$ cat config.mk
export PLATFORM = sky130hd
export DESIGN_NAME = uart_transceiver
export DESIGN_NICKNAME = d
export VERILOG_FILES = /design/src/rtl/uart_transceiver.sv
export SDC_FILE = /design/constraint.sdc
export NUM_CORES = 1
export LEC_CHECK = 0
export BUFFER_PORTS_ARGS = -buffer_cell sky130_fd_sc_hd__clkbuf_2
export CELL_PAD_IN_SITES_DETAIL_PLACEMENT = 1
export CELL_PAD_IN_SITES_GLOBAL_PLACEMENT = 1
export CORE_UTILIZATION = 50
export CTS_BUF_LIST = sky130_fd_sc_hd__clkbuf_8
export DETAILED_ROUTE_END_ITERATION = 8
export GPL_ROUTABILITY_DRIVEN = 0
export PLACE_DENSITY_LB_ADDON = 0.1
export SETUP_SLACK_MARGIN = 0.3
export SYNTH_ARGS = -nofsm -noshare
export SYNTH_HDL_FRONTEND = slang
export SYNTH_SLANG_ARGS = --single-unit
$ cat constraint.sdc
create_clock -name CLK -period 2.29 [get_ports CLK]
set_input_delay 0.1145 -clock CLK [delete_from_list [all_inputs] [get_ports CLK]]
set_output_delay 0.1145 -clock CLK [all_outputs]
set_load 0.05 [all_outputs]
$ cat src/rtl/uart_transceiver.sv
// -----------------------------------------------------------------------------
// uart_transceiver
//   Full-duplex UART with independent receiver and transmitter.
//   Frame: 1 start bit (0), PAYLOAD_BITS data bits LSB first, STOP_BITS stop
//   bits (1), no parity. Bit period is CLK_HZ/BIT_RATE CLK cycles (truncated).
//
// Ports
//   CLK            in   system clock, rising edge
//   reset          in   asynchronous, active-high reset
//   uart_rxd       in   serial receive line (asynchronous, idle high)
//   uart_rx_en     in   receiver enable (a frame already started is finished)
//   uart_rx_break  out  one-cycle pulse: all-zero frame with a low stop bit
//   uart_rx_valid  out  one-cycle pulse: uart_rx_data holds a new payload
//   uart_rx_data   out  last good payload, held until the next good frame
//   uart_tx_en     in   transmit request, honoured only while not busy
//   uart_tx_data   in   payload to transmit, latched on an accepted request
//   uart_txd       out  serial transmit line (registered, idle high)
//   uart_tx_busy   out  transmitter occupied with a frame
//
// Receiver / transmitter states
//   state | meaning
//   IDLE  | waiting (RX: for a start edge, TX: for a request)
//   START | RX: waiting for mid-start-bit sample, TX: driving start bit
//   DATA  | shifting payload bits, LSB first
//   STOP  | RX: waiting for mid-stop-bit sample, TX: driving stop bit(s)
// -----------------------------------------------------------------------------
module uart_transceiver #(
  parameter int BIT_RATE     = 9600,
  parameter int CLK_HZ       = 50_000_000,
  parameter int PAYLOAD_BITS = 8,
  parameter int STOP_BITS    = 1
) (
  input  logic                    CLK,
  input  logic                    reset,
  input  logic                    uart_rxd,
  input  logic                    uart_rx_en,
  output logic                    uart_rx_break,
  output logic                    uart_rx_valid,
  output logic [PAYLOAD_BITS-1:0] uart_rx_data,
  input  logic                    uart_tx_en,
  input  logic [PAYLOAD_BITS-1:0] uart_tx_data,
  output logic                    uart_txd,
  output logic                    uart_tx_busy
);

  localparam int CPB      = CLK_HZ / BIT_RATE;
  localparam int HALF     = CPB / 2;
  localparam int STOP_CYC = STOP_BITS * CPB;
  localparam int CNT_W    = $clog2(STOP_CYC + 1);
  localparam int IDX_W    = (PAYLOAD_BITS > 1) ? $clog2(PAYLOAD_BITS) : 1;

  localparam logic [CNT_W-1:0] CPB_M1   = CNT_W'(CPB - 1);
  localparam logic [CNT_W-1:0] HALF_M1  = CNT_W'(HALF - 1);
  localparam logic [CNT_W-1:0] STOP_M1  = CNT_W'(STOP_CYC - 1);
  localparam logic [IDX_W-1:0] LAST_IDX = IDX_W'(PAYLOAD_BITS - 1);

  typedef enum logic [1:0] {
    IDLE  = 2'd0,
    START = 2'd1,
    DATA  = 2'd2,
    STOP  = 2'd3
  } state_t;

  // ---------------------------------------------------------------------------
  // Receiver
  // ---------------------------------------------------------------------------
  state_t                  rx_state_q;
  logic                    rxd_s1_q;
  logic                    rxd_s2_q;
  logic                    rxd_prev_q;
  logic [CNT_W-1:0]        rx_cnt_q;
  logic [IDX_W-1:0]        rx_idx_q;
  logic [PAYLOAD_BITS-1:0] rx_shift_q;
  logic [PAYLOAD_BITS-1:0] rx_shift_d;
  logic [PAYLOAD_BITS-1:0] rx_data_q;
  logic                    rx_valid_q;
  logic                    rx_break_q;
  logic                    rx_fall;

  // A start needs a 1 followed by a 0 on the synchronized line, so after a
  // break (line stuck low) no new frame begins until the line has gone high.
  assign rx_fall = rxd_prev_q & ~rxd_s2_q;

  // Shift the centre sample in at the MSB end; after PAYLOAD_BITS samples
  // the first (LSB) bit has reached bit 0.
  always_comb begin
    rx_shift_d                   = rx_shift_q >> 1;
    rx_shift_d[PAYLOAD_BITS-1]   = rxd_s2_q;
  end

  always_ff @(posedge CLK or posedge reset) begin
    if (reset) begin
      rx_state_q <= IDLE;
      rxd_s1_q   <= 1'b1;
      rxd_s2_q   <= 1'b1;
      rxd_prev_q <= 1'b1;
      rx_cnt_q   <= '0;
      rx_idx_q   <= '0;
      rx_shift_q <= '0;
      rx_data_q  <= '0;
      rx_valid_q <= 1'b0;
      rx_break_q <= 1'b0;
    end else begin
      rxd_s1_q   <= uart_rxd;
      rxd_s2_q   <= rxd_s1_q;
      rxd_prev_q <= rxd_s2_q;
      rx_valid_q <= 1'b0;
      rx_break_q <= 1'b0;

      case (rx_state_q)
        IDLE: begin
          rx_cnt_q <= '0;
          rx_idx_q <= '0;
          if (uart_rx_en && rx_fall) begin
            rx_state_q <= START;
          end
        end

        START: begin
          if (rx_cnt_q == HALF_M1) begin
            rx_cnt_q <= '0;
            // Line back high at mid-start: treat as a glitch.
            rx_state_q <= rxd_s2_q ? IDLE : DATA;
          end else begin
            rx_cnt_q <= rx_cnt_q + 1'b1;
          end
        end

        DATA: begin
          if (rx_cnt_q == CPB_M1) begin
            rx_cnt_q   <= '0;
            rx_shift_q <= rx_shift_d;
            if (rx_idx_q == LAST_IDX) begin
              rx_idx_q   <= '0;
              rx_state_q <= STOP;
            end else begin
              rx_idx_q <= rx_idx_q + 1'b1;
            end
          end else begin
            rx_cnt_q <= rx_cnt_q + 1'b1;
          end
        end

        STOP: begin
          if (rx_cnt_q == CPB_M1) begin
            rx_cnt_q   <= '0;
            rx_state_q <= IDLE;
            if (rxd_s2_q) begin
              rx_data_q  <= rx_shift_q;
              rx_valid_q <= 1'b1;
            end else if (rx_shift_q == '0) begin
              rx_break_q <= 1'b1;
            end
            // Low stop with non-zero data: framing error, frame dropped.
          end else begin
            rx_cnt_q <= rx_cnt_q + 1'b1;
          end
        end

        default: rx_state_q <= IDLE;
      endcase
    end
  end

  assign uart_rx_valid = rx_valid_q;
  assign uart_rx_break = rx_break_q;
  assign uart_rx_data  = rx_data_q;

  // ---------------------------------------------------------------------------
  // Transmitter
  // ---------------------------------------------------------------------------
  state_t                  tx_state_q;
  logic [CNT_W-1:0]        tx_cnt_q;
  logic [IDX_W-1:0]        tx_idx_q;
  logic [PAYLOAD_BITS-1:0] tx_shift_q;
  logic                    txd_q;
  logic                    tx_busy_q;

  always_ff @(posedge CLK or posedge reset) begin
    if (reset) begin
      tx_state_q <= IDLE;
      tx_cnt_q   <= '0;
      tx_idx_q   <= '0;
      tx_shift_q <= '0;
      txd_q      <= 1'b1;
      tx_busy_q  <= 1'b0;
    end else begin
      case (tx_state_q)
        IDLE: begin
          tx_cnt_q <= '0;
          tx_idx_q <= '0;
          txd_q    <= 1'b1;
          if (uart_tx_en) begin
            tx_shift_q <= uart_tx_data;
            tx_state_q <= START;
            txd_q      <= 1'b0;
            tx_busy_q  <= 1'b1;
          end
        end

        START: begin
          if (tx_cnt_q == CPB_M1) begin
            tx_cnt_q   <= '0;
            tx_idx_q   <= '0;
            tx_state_q <= DATA;
            txd_q      <= tx_shift_q[0];
            tx_shift_q <= tx_shift_q >> 1;
          end else begin
            tx_cnt_q <= tx_cnt_q + 1'b1;
          end
        end

        DATA: begin
          if (tx_cnt_q == CPB_M1) begin
            tx_cnt_q <= '0;
            if (tx_idx_q == LAST_IDX) begin
              tx_idx_q   <= '0;
              tx_state_q <= STOP;
              txd_q      <= 1'b1;
            end else begin
              tx_idx_q   <= tx_idx_q + 1'b1;
              txd_q      <= tx_shift_q[0];
              tx_shift_q <= tx_shift_q >> 1;
            end
          end else begin
            tx_cnt_q <= tx_cnt_q + 1'b1;
          end
        end

        STOP: begin
          txd_q <= 1'b1;
          if (tx_cnt_q == STOP_M1) begin
            tx_cnt_q   <= '0;
            tx_state_q <= IDLE;
            tx_busy_q  <= 1'b0;
          end else begin
            tx_cnt_q <= tx_cnt_q + 1'b1;
          end
        end

        default: tx_state_q <= IDLE;
      endcase
    end
  end

  assign uart_txd     = txd_q;
  assign uart_tx_busy = tx_busy_q;

endmodule

# --- Word-level counts from Yosys, hierarchy flattened ---
# Index checks and enable logic that the tools add are counted.
classes:
  n_addsub: 4
  eq_ne: 22
  mux: 45
  bitwise_logic: 2
  n_reduce_logical: 18
ops:
  columns: ["cell", "count"]
  rows:
  - ["13-bit two-way mux", 3]
  - ["13-bit one-hot mux with 3 select lines", 1]
  - ["8-bit two-way mux", 4]
  - ["13-bit by 1-bit adder with 13-bit output (second input constant)", 2]
  - ["13-bit == test (second input constant)", 2]
  - ["13-bit one-hot mux with 2 select lines", 1]
  - ["8-bit one-hot mux with 3 select lines", 1]
  - ["2-bit two-way mux", 11]
  - ["2-bit inequality test (second input constant)", 11]
  - ["2-bit one-hot mux with 4 select lines", 2]
  - ["3-bit two-way mux", 5]
  - ["5-bit AND reduction", 3]
  - ["13-bit by 12-bit == test with 1-bit output (second input constant)", 1]
  - ["1-bit two-way mux", 13]
  - ["3-bit one-hot mux with 3 select lines", 1]
  - ["3-bit AND reduction", 3]
  - ["2-bit == test (second input constant)", 4]
  - ["8-bit logical NOT", 1]
  - ["3-bit by 1-bit adder with 3-bit output (second input constant)", 2]
  - ["3-bit == test (second input constant)", 2]
  - ["3-bit one-hot mux with 2 select lines", 1]
  - ["2-bit AND reduction", 3]
  - ["2-bit by 1-bit == test with 1-bit output (second input constant)", 2]
  - ["2-bit logical NOT", 2]
  - ["other kinds (9)", 10]
totals:
  reg_bits: 67
  input_bits: 13
  out_inout_bits: 12
  wordCells: 107

# --- Logic depth before layout (Yosys ltp) ---
logic_depth:
  word_depth: 5
  ltp_mapped: 7
  mapped_depth_nobuf: 6

# --- Worst setup path after synthesis ---
# OpenSTA, ideal clock, no wires.
synth_timing:
  path_type: "register -> register"
  from: "register tx_state_q[0]"
  to: "register tx_shift_q[0]"
  setup_time_ps: 125
  arrival_ps: 1621
  required_time_ps: 2165
  path_slack_ps: 544
  stages_incl_launch_ff: 7
  n_path_buf: 0
  synth_period_minus_slack_ps: 1746
  path_cell_list: "dfrtp_1 -> inv_1 -> ha_1 -> or2_2 -> nand4_2 -> a21oi_4 -> mux2_2"
synth_between:
  elab_chain_cells: 3
  elab_cells_between_ends: 10
  cone_classes: "6 x eq/ne; 1 x mux; 3 x reduce/logical"
synth_rtl:
  columns: ["element", "line", "rtl"]
  rows:
  - ["from (decl)", "172", "state_t tx_state_q;"]
  - ["from (signal assigned)", "181", "tx_state_q <= IDLE;"]
  - ["from (signal assigned)", "195", "tx_state_q <= START;"]
  - ["from (signal assigned)", "205", "tx_state_q <= DATA;"]
  - ["2-bit == test, or another cell as far along", "188", "case (tx_state_q)"]
  - ["2-bit inequality test (no source line) / 3-bit nonzero test (equally long branches)", null, null]
  - ["5-bit AND reduction (no source line)", null, null]
  - ["to (signal assigned)", "194", "tx_shift_q <= uart_tx_data;"]
  - ["to (signal assigned)", "207", "tx_shift_q <= tx_shift_q >> 1;"]
  - ["to (signal assigned)", "223", "tx_shift_q <= tx_shift_q >> 1;"]
  - ["to (decl)", "175", "logic [PAYLOAD_BITS-1:0] tx_shift_q;"]
# Parallel ways exist; a longest one is shown, timed or not.
# A chain may end at the register's enable or synchronous reset.

# --- Final worst setup path ---
layout_timing:
  from: "register tx_state_q[1]"
  to: "register tx_shift_q[5]"
# The elaborated chain is that of the path after synthesis.

==> impl_metrics.json <==
{
  "cpPeakStageDelay_ps": 440,
  "clk_path_buf_depth": 2,
  "tritoncts": "done",
  "dpl.hpwl_um": 4412,
  "cp_data_arrival_time_ps": 2120,
  "slowest_stage": "dfrtp_1",
  "final_nets": 341,
  "io_pins": 25,
  "fp.dieW_um": 82.94,
  "remaining_drc_errors": 0,
  "grt_max_degree": 68,
  "die_area_mm2": 0.006879,
  "synth_seq_cells": 67,
  "r2r_start": "tx_state_q[1]",
  "reg2regPathDepth": 6,
  "clock-skew-final_ps": 11.23,
  "clk_latency_ps": 340,
  "synth_top_area_frac": 0.4813,
  "reg2reg_setup_slack_ps": 400,
  "ir_drop_mv": 0.4856,
  "cp-endpoint": "tx_shift_q[5]",
  "grt_pass1_vias": 2358,
  "p_per_area_mw_per_mm2": 672.5,
  "cp_num_buf_inv": 1,
  "synthTopCellsByCount": "dfrtp_1 (63), nor2_1 (39), mux2_2 (33)",
  "synth_edf_count": 0,
  "syn_area_mm2": 0.003276,
  "wire_per_inst_um": 16.30,
  "cts_buffers": 9,
  "slew_headroom": 0.7550,
  "path_delay_family": "flip-flops",
  "cp_max_fo": 8,
  "grt_first_pass_wirelength_um": 11160,
  "synth_top_cell_by_area": "dfrtp_1",
  "clk_pin_slew_ps": 80,
  "portBuffers": 24,
  "grt-ovfl-total": 0,
  "area_delta_synth_final_pct": 15.74,
  "worst-path-stages": 6,
  "p_total_w": 0.002550,
  "synth_async_sr_flop_share": 1.000,
  "num_vias": 2185,
  "critPathLaunch": "tx_state_q[1]",
  "ys_types": 50,
  "period_needed_ps": 1891,
  "core_mm2": 0.006350,
  "endpoint_kind": "flop",
  "rows": 29,
  "tightest_slew_ps": 364.1,
  "hold_violations": 0,
  "htree_levels": 3,
  "synth.net_count": 306,
  "status": "complete, no violations",
  "hold_class": "in2reg",
  "p_leak_nw": 1.760,
  "finalSetupTns_ps": 0,
  "drive_above_1_share": 0.3106,
  "drt_pass1_iterations": 4,
  "cp_cell_sequence": "inv_1 -> ha_4 -> or2_2 -> nand4_2 -> a21oi_4 -> mux2_2",
  "grt.total_usage": 0.2062,
  "start_util": 0.5159,
  "vias_per_cell": 5.476,
  "synth_cells": 282,
  "yosysSeqAreaShare": 0.5134,
  "clock.fmax_mhz": 528.9,
  "postRouteAntennaNets": 0,
  "r2r-end": "tx_shift_q[5]",
  "synth_top_flop_cell": "dfrtp_1",
  "drv_slew": 0,
  "cap_violations": 0,
  "finalCritPeriodShare": 0.8256,
  "synth.area.top_cells": "dfrtp_1 (48%), mux2_2 (11%), nor2_1 (4.5%)",
  "yosysMostFrequentCell": "dfrtp_1",
  "first_iter_violations": 85,
  "avgSynthCellArea_um2": 11.62,
  "clock_sinks": 67,
  "antenna_found_initial": 0,
  "startpoint_type": "flop",
  "rsz0062_at_grt": "no",
  "drt_wl_total_um": 6505,
  "yosys_warnings": 0,
  "holdWs_ps": 127.6,
  "cts-root-buf": "clkbuf_8",
  "finalSetupViolations": 0,
  "die_height_um": 82.94,
  "crit_type": "reg2reg",
  "required_ps": 2520,
  "antenna_cells": 0
}
==> power breakdown <==
part	switching [W]	total (W)	leakage [nW]	internal [W]
logic	0.0000952	0.000169	0.752	0.0000739
registers	0.0000534	0.00128	0.894	0.00122
clock network	0.000483	0.00110	0.114	0.000620
total	0.000632	0.00255	1.76	0.00192
==> timing repair <==
item                                    CTS  global route
buffers inserted                          2             0
hold endpoints to repair                 64             0
hold buffers                              2             0
resized for setup                         0             9
pin swaps                                 2             1
endpoints found under the setup margin   14            44
==> metrics by stage <==
| stage | setup slack, ps | cell area [um2] | instances | utilization |
|---|---|---|---|---|
| 2_1_floorplan | 499.0 | 3276 | 282 | - |
| 3_3_place_gp | 330.7 | 3483 | 379 | 0.5486 |
| 3_5_place_dp | 271.7 | 3483 | 379 | 0.5486 |
| 4_1_cts | 303.2 | 3742 | 399 | 0.5894 |
| 5_1_grt | 300.0 | 3791 | 399 | 0.5970 |
| 6_report | 399.3 | 3791 | 399 | 0.5970 |
==> routing by layer <==
layer,share of wire,wire [um],up-vias,GRT usage
li1,-,-,1063,-
met1,0.44,2891,1096,0.2523
met2,0.52,3389,19,0.3525
met3,0.017,109,7,0.03082
met4,0.018,115,0,0.1082
met5,0,0,-,0
==> worst reg2reg max path: cells and delay by family, from the launching register on <==
kind	cells	cell delay (ps)
DFF	1	440
muxes	1	380
AOI/OAI and AO/OA	1	330
and+or+nand+nor	2	290
adders and majority gates	1	180
buffers and inverters	1	160
==> cell families (layout without fill, tap and decap cells) <==
logic type      count (synthesis)  after routing  synth area share
buf+inv                        18             58           0.02483
mux                            38             38            0.1287
simple gates                  106            106            0.1811
compound gates                 20             20           0.05119
flops                          67             67            0.5134
fa+ha+maj                      11             11           0.04202
xor+xnor                       22             22           0.05883
==> state kept, by name, indices dropped and copies added (netlist names), named ones only <==
register and flops:
tx_idx_q 3, rxd_s1_q 1, uart_rx_valid 1, rx_shift_q 8
uart_rx_data 8, uart_tx_busy 1, tx_cnt_q 13, tx_shift_q 8
tx_state_q 2, uart_rx_break 1, rx_idx_q 3, uart_txd 1
rxd_s2_q 1, rxd_prev_q 1, rx_state_q 1, rx_cnt_q 13
==> layout make-up <==
| cell class | instances | area (um2) |
|---|---|---|
| Fill cell | 671 | 2559 |
| Sequential cell | 67 | 1682 |
| Multi-Input combinational cell | 197 | 1562 |
| Timing Repair Buffer | 30 | 182.7 |
| Clock buffer | 9 | 123.9 |
| Clock inverter | 7 | 100.1 |
| Tap cell | 77 | 96.34 |
| Inverter | 12 | 45.04 |
==> cells in the final DEF, fill, tap and decap left out, drive strengths merged, types with 3 or more instances in the layout <==
master,synthesis,layout
xnor2,14,14
mux2,33,33
and4bb,3,3
dfrtp,63,63
inv,12,13
clkinv,0,4
buf,5,4
o2bb2ai,4,4
ha,11,11
dfstp,4,4
a21oi,5,5
nand4,7,7
nor4,5,5
nor2,41,41
xor2,8,8
and3,3,3
mux2i,5,5
nand2,13,13
clkbuf,1,33
nor3,4,4
nand3,15,15
==> worst min path at each step <==
stage	slack (ps)	from	cells after the start	end
after floorplan	120	uart_rxd	0	rxd_s1_q
after global placement	200	reset	3	tx_cnt_q[6]
after detailed placement	200	reset	3	tx_cnt_q[6]
after CTS	110	uart_tx_en	3	uart_tx_busy
after global routing	130	uart_tx_data[0]	3	tx_shift_q[0]
final	130	uart_tx_data[4]	3	tx_shift_q[4]
Power figures use the tool's default switching activity.
